### src/rtl/bus_arbiter_pkg.sv
// Shared definitions for the two-master/two-slave bus arbiter: state encoding,
// default address map and the address-window match helper.
package bus_arbiter_pkg;

  typedef enum logic {
    GRANT_M0 = 1'b0,
    GRANT_M1 = 1'b1
  } arb_state_e;

  localparam logic [7:0] S0_BASE_DEF  = 8'h00;
  localparam logic [7:0] S0_MASK_DEF  = 8'hE0;
  localparam logic [7:0] S1_BASE_DEF  = 8'h20;
  localparam logic [7:0] S1_MASK_DEF  = 8'hE0;
  localparam int         MAX_HOLD_DEF = 16;

  // Read-return select codes, {S1_sel, S0_sel} as captured one cycle earlier.
  localparam logic [1:0] RSEL_NONE = 2'b00;
  localparam logic [1:0] RSEL_S0   = 2'b01;
  localparam logic [1:0] RSEL_S1   = 2'b10;

  function automatic logic addr_hit(input logic [7:0] addr,
                                    input logic [7:0] base,
                                    input logic [7:0] mask);
    return (addr & mask) == base;
  endfunction

endpackage

### src/rtl/bus_addr_decoder.sv
// Combinational address decode to one-hot slave selects; slave 0 wins on overlap,
// unmapped addresses select nothing.
module bus_addr_decoder
  import bus_arbiter_pkg::*;
#(
  parameter logic [7:0] S0_BASE = S0_BASE_DEF,
  parameter logic [7:0] S0_MASK = S0_MASK_DEF,
  parameter logic [7:0] S1_BASE = S1_BASE_DEF,
  parameter logic [7:0] S1_MASK = S1_MASK_DEF
) (
  input  logic       req,
  input  logic [7:0] address,
  output logic [1:0] sel
);

  logic s0_hit;
  logic s1_hit;

  always_comb begin
    s0_hit = addr_hit(address, S0_BASE, S0_MASK);
    s1_hit = addr_hit(address, S1_BASE, S1_MASK);
    sel    = 2'b00;
    if (req) begin
      sel[0] = s0_hit;
      sel[1] = s1_hit & ~s0_hit;
    end
  end

endmodule

### src/rtl/bus_arbiter.sv
// Two-master arbiter with starvation guard for M0, address decode to two slaves,
// and a registered read-return select matching the slaves' one-cycle read latency.
module bus_arbiter
  import bus_arbiter_pkg::*;
#(
  parameter logic [7:0] S0_BASE  = S0_BASE_DEF,
  parameter logic [7:0] S0_MASK  = S0_MASK_DEF,
  parameter logic [7:0] S1_BASE  = S1_BASE_DEF,
  parameter logic [7:0] S1_MASK  = S1_MASK_DEF,
  parameter int         MAX_HOLD = MAX_HOLD_DEF
) (
  input  logic        clk,
  input  logic        reset_n,
  input  logic        M0_req,
  input  logic        M0_wr,
  input  logic [7:0]  M0_address,
  input  logic [31:0] M0_dout,
  input  logic        M1_req,
  input  logic        M1_wr,
  input  logic [7:0]  M1_address,
  input  logic [31:0] M1_dout,
  input  logic [31:0] S0_dout,
  input  logic [31:0] S1_dout,
  output logic        M0_grant,
  output logic        M1_grant,
  output logic [31:0] M_din,
  output logic        S0_sel,
  output logic        S1_sel,
  output logic [7:0]  S_address,
  output logic        S_wr,
  output logic [31:0] S_din
);

  localparam int HW = (MAX_HOLD > 1) ? $clog2(MAX_HOLD) : 1;
  localparam logic [HW-1:0] HOLD_LAST = HW'(MAX_HOLD - 1);

  arb_state_e    state_q, state_d;
  logic [HW-1:0] hold_cnt_q, hold_cnt_d;
  logic          m0_grant_q, m1_grant_q;
  logic [1:0]    rsel_q;
  logic [1:0]    sel;
  logic          req_g;

  always_comb begin
    state_d    = state_q;
    hold_cnt_d = hold_cnt_q;
    case (state_q)
      GRANT_M0: begin
        hold_cnt_d = '0;
        if (!M0_req && M1_req) state_d = GRANT_M1;
      end
      GRANT_M1: begin
        if (!M1_req || (M0_req && hold_cnt_q == HOLD_LAST)) begin
          state_d    = GRANT_M0;
          hold_cnt_d = '0;
        end else if (M0_req && hold_cnt_q != HOLD_LAST) begin
          hold_cnt_d = hold_cnt_q + 1'b1;
        end
      end
      default: begin
        state_d    = GRANT_M0;
        hold_cnt_d = '0;
      end
    endcase
  end

  // Grants are registered from the next state so they always mirror state_q.
  always_ff @(posedge clk or negedge reset_n) begin
    if (!reset_n) begin
      state_q    <= GRANT_M0;
      hold_cnt_q <= '0;
      m0_grant_q <= 1'b1;
      m1_grant_q <= 1'b0;
      rsel_q     <= RSEL_NONE;
    end else begin
      state_q    <= state_d;
      hold_cnt_q <= hold_cnt_d;
      m0_grant_q <= (state_d == GRANT_M0);
      m1_grant_q <= (state_d == GRANT_M1);
      rsel_q     <= sel;
    end
  end

  always_comb begin
    if (state_q == GRANT_M1) begin
      req_g     = M1_req;
      S_address = M1_address;
      S_wr      = M1_wr;
      S_din     = M1_dout;
    end else begin
      req_g     = M0_req;
      S_address = M0_address;
      S_wr      = M0_wr;
      S_din     = M0_dout;
    end
  end

  bus_addr_decoder #(
    .S0_BASE (S0_BASE),
    .S0_MASK (S0_MASK),
    .S1_BASE (S1_BASE),
    .S1_MASK (S1_MASK)
  ) u_decoder (
    .req     (req_g),
    .address (S_address),
    .sel     (sel)
  );

  // Return path keys off the select captured last cycle, so a grant change
  // in the data cycle cannot redirect it.
  always_comb begin
    case (rsel_q)
      RSEL_S0: M_din = S0_dout;
      RSEL_S1: M_din = S1_dout;
      default: M_din = '0;
    endcase
  end

  assign S0_sel   = sel[0];
  assign S1_sel   = sel[1];
  assign M0_grant = m0_grant_q;
  assign M1_grant = m1_grant_q;

endmodule

### config.mk
export PLATFORM = sky130hd
export DESIGN_NAME = bus_arbiter
export DESIGN_NICKNAME = d
export VERILOG_FILES = /design/src/rtl/bus_arbiter_pkg.sv /design/src/rtl/bus_addr_decoder.sv /design/src/rtl/bus_arbiter.sv
export SDC_FILE = /design/constraint.sdc
export NUM_CORES = 1
export LEC_CHECK = 0
export ABC_CLOCK_PERIOD_IN_PS = 1800
export BUFFER_PORTS_ARGS = -buffer_cell sky130_fd_sc_hd__buf_2
export CAP_MARGIN = 25
export CORE_AREA = 2 2 89 91
export CTS_BUF_LIST = sky130_fd_sc_hd__clkbuf_16
export DETAILED_ROUTE_END_ITERATION = 12
export DIE_AREA = 0 0 91 93
export PLACE_DENSITY_LB_ADDON = 0.1
export SLEW_MARGIN = 10
export SYNTH_ARGS = -nofsm -noshare
export SYNTH_HDL_FRONTEND = slang
export SYNTH_HIERARCHICAL = 1
export SYNTH_SLANG_ARGS = --single-unit
### constraint.sdc
create_clock -name clk -period 1.8 [get_ports clk]
set_input_delay 0.09 -clock clk [delete_from_list [all_inputs] [get_ports clk]]
set_output_delay 0.09 -clock clk [all_outputs]
set_load 0.03 [all_outputs]
==> results by group <==
Routing
  • Routed length per instance: 13.2 um
  • Initial drt markers: 36
  • Mean number of vias per cell: 4.31
  • Vias: 2074
  • Final wirelength: 6.36 mm
  • Drt pass-1 iters: 4
  • # DRC: 0
  • Antenna viol nets, final: 0

Synthesis
  • Synth top area share: 35.8%
  • Syn Inst Count: 156
  • Synth cell types: 22
  • Ys Warns: 6
  • Mapped Area: 1290 um2
  • Syn_nets: 309
  • Leading area contributor after synthesis: mux2_2
  • Area contributors post-synth: mux2_2 (36%), a22oi_1 (19%), dfrtp_1 (14%)
  • Synth Register Bits: 8
  • Synthesized area per cell: 8.27 um2
  • Sequential share of the synthesized area: 15.6%

Cells and area
  • Synthesis-to-finish area growth: 107%
  • Layout Nets: 533
  • Layout cell share with drive strength beyond 1: 74.7%
  • N_diodes: 0

Critical path
  • CP Cell Sequence: buf_4 -> mux2_2 -> buf_2
  • CP Capture Type: primary output
  • Worst path bufs/invs: 2
  • Family with the most delay on the worst path: buffers and inverters
  • CP arrival: 1630 ps
  • Crit start category: flop
  • Critical path's largest stage delay: 420 ps
  • Max FO, Critical Path: 34
  • Crit Reg-Reg Endpoint: rsel_q[0]$_DFF_PN0_
  • Worst EP required: 1710 ps
  • Register-to-Register Path Depth: 4
  • Crit path kind: flop to primary output
  • CP max-delay cell: dfrtp_2
  • Worst R2R Setup Slack: 480 ps
  • Reg2reg start: M1_grant$_DFF_PN0_

Floorplan
  • Die Height: 93 um
  • I/O pin count: 227
  • Starting Density: 17.1%
  • Core box area: 7530 um2
  • # rows: 32
  • Die width: 91 um
  • Die ar.: 8460 um2

Placement
  • Placer congestion estimate: 0.771
  • DP HPWL: 5.41 mm
  • Pre-CTS setup slack: 316 ps
  • I/O Buffers: 226

Pwr
  • Peak supply drop: 0.282 mV
  • Power per cell area: 462 nW/um2
  • Leak: 1.42 nW

Timing
  • Setup-failing EPs final: 0
  • Max frequency: 581 MHz
  • Clock Skew: 2.51 ps
  • Fin. Hold Viols: 0
  • Fin crit period: 1720 ps
  • Final TNS setup: 0 ps
  • Slew Limit Fails: 0
  • Slew HR: 73.2%
  • Period utilization: 95.7%
  • Worst Max-Slew Pin Slew: 403 ps
  • Final WS setup: 77.7 ps
  • RSZ-0062 raised after global routing: no

Run
  • Max cap viols: 0

Clock tree
  • Clock tree root driver cell: clkbuf_16
  • Cts bufs inserted: 3
  • Clk Latency, worst-skew pair: 230 ps
  • Max clock buf depth: 2
  • CTS tree: built
  • Sink Count: 8
  • Worst-path clk slew: 30 ps
  • H-tree depth: 1

Worst hold path
  • Worst hold path class: input port to flop
  • Hold-critical path depth: 2
  • Hold Path End: M1_grant$_DFF_PN0_
  • Hold_sp: M1_req

Global routing
  • Total gr overflow: 0
  • First-pass GRT wire length: 9.23 mm
  • Initial antenna violation count: 0
  • Overall Global Routing Usage: 13.1%
  • Vias in the first global route: 1937
  • Largest net degree at the start of global routing: 35

Status
  • Run status: completed
-- registers in the layout (all words and copies together) (netlist names) --
register,count
hold_cnt_q,4
rsel_q,2
M0_grant,1
M1_grant,1
-- layout make-up --
type                            instances  area, um2
Fill cell                             818       4860
Timing Repair Buffer                  233       1230
Multi-Input combinational cell        131       1020
Sequential cell                         8        203
Tap cell                              102        128
Clock buffer                            3       75.1
Inverter                                3       11.3
Clock inverter                          1       3.75
-- where the power goes --
| group | internal (mW) | total, mW | switching [mW] |
|---|---|---|---|
| registers | 0.188 | 0.194 | 0.00591 |
| logic | 0.297 | 0.668 | 0.371 |
| clock network | 0.289 | 0.370 | 0.0813 |
-- worst register-to-register path, delay by kind of cell, from the launching register on --
kind                   cells  cell delay [ps]
flip-flops                 1              440
AO/OA/AOI/OAI              1              230
buffers and inverters      2              330
AND/OR/NAND/NOR            1              260
-- what timing repair did --
action	CTS	global route
buffers inserted	0	1
gates resized for setup	0	2
endpoints found under the hold margin	8	0
endpoints found under the setup margin	0	2
hold buffers	1	0
-- metal layers --
layer | share of wire, % | GRT usage [%] | vias up
li1 | - | - | 1021
met1 | 39 | 15.1 | 903
met2 | 50 | 24.4 | 146
met3 | 11 | 2.90 | 4
met4 | 0.69 | 3.28 | 0
met5 | 0 | 0 | -
-- per-stage QoR --
stage / util (%) / std cells / total power [mW] / cell area [um2] / hold slack, ps
6_report: 35.4 / 481 / 1.23 / 2670 / 140
5_1_grt: 35.4 / 481 / 1.30 / 2670 / 145
4_1_cts: 35.3 / 480 / 1.24 / 2650 / 133
3_5_place_dp: 34.1 / 475 / 0.864 / 2560 / -57.6
3_3_place_gp: 34.1 / 475 / 0.865 / 2560 / -56.0
2_1_floorplan: - / 156 / 0.592 / 1320 / -206
-- cell usage after synthesis --
library cell	count
mux2_2	41
nor2_1	33
a21bo_2	1
dfrtp_1	7
nand3b_1	1
buf_2	7
nand2_1	7
dfstp_2	1
nand3_1	2
and4bb_2	1
xor2_1	1
o21ai_0	2
buf_4	4
a21oi_2	1
clkbuf_1	3
a22oi_1	32
a21boi_0	1
or3_1	1
inv_1	3
ha_1	3
a21oi_1	3
nor4b_2	1
-- layout by cell type (no fill, tap or decap), drive strengths merged --
cell type	n
nor2	33
nand2	7
mux2	41
a22oi	32
nand3	2
a21bo	1
inv	4
a21boi	1
dfrtp	7
a21oi	4
nand3b	1
and4bb	1
or3	1
xor2	1
o21ai	2
buf	231
nor4b	1
dlygate4sd3	1
dfstp	1
clkbuf	4
ha	3
-- how the worst max path moves through the flow --
| stage | depth (start not counted) | endpoint | from |
|---|---|---|---|
| floorplan | 4 | rsel_q[0]$_DFF_PN0_ | M1_grant$_DFF_PN0_ |
| global placement | 3 | S_din[25] | M1_grant$_DFF_PN0_ |
| detailed placement | 5 | S0_sel | M1_grant$_DFF_PN0_ |
| CTS | 5 | S0_sel | M1_grant$_DFF_PN0_ |
| global route | 3 | S_din[25] | M1_grant$_DFF_PN0_ |
| finish | 3 | S_din[25] | M1_grant$_DFF_PN0_ |
-- cell families (layout without fill, tap and decap cells) --
kind of cell | count (synthesis) | in the layout | share of synthesized area (%)
AO/OA/AOI/OAI | 40 | 40 | 22.6
XOR/XNOR | 1 | 1 | 0.679
adder cells (fa/ha/maj) | 3 | 3 | 2.91
buffers and inverters | 17 | 240 | 6.79
flip-flops | 8 | 8 | 15.6
multiplexers | 41 | 41 | 35.8
AND/OR/NAND/NOR | 46 | 46 | 15.6
No activity file was read; power rests on OpenSTA's default activity.
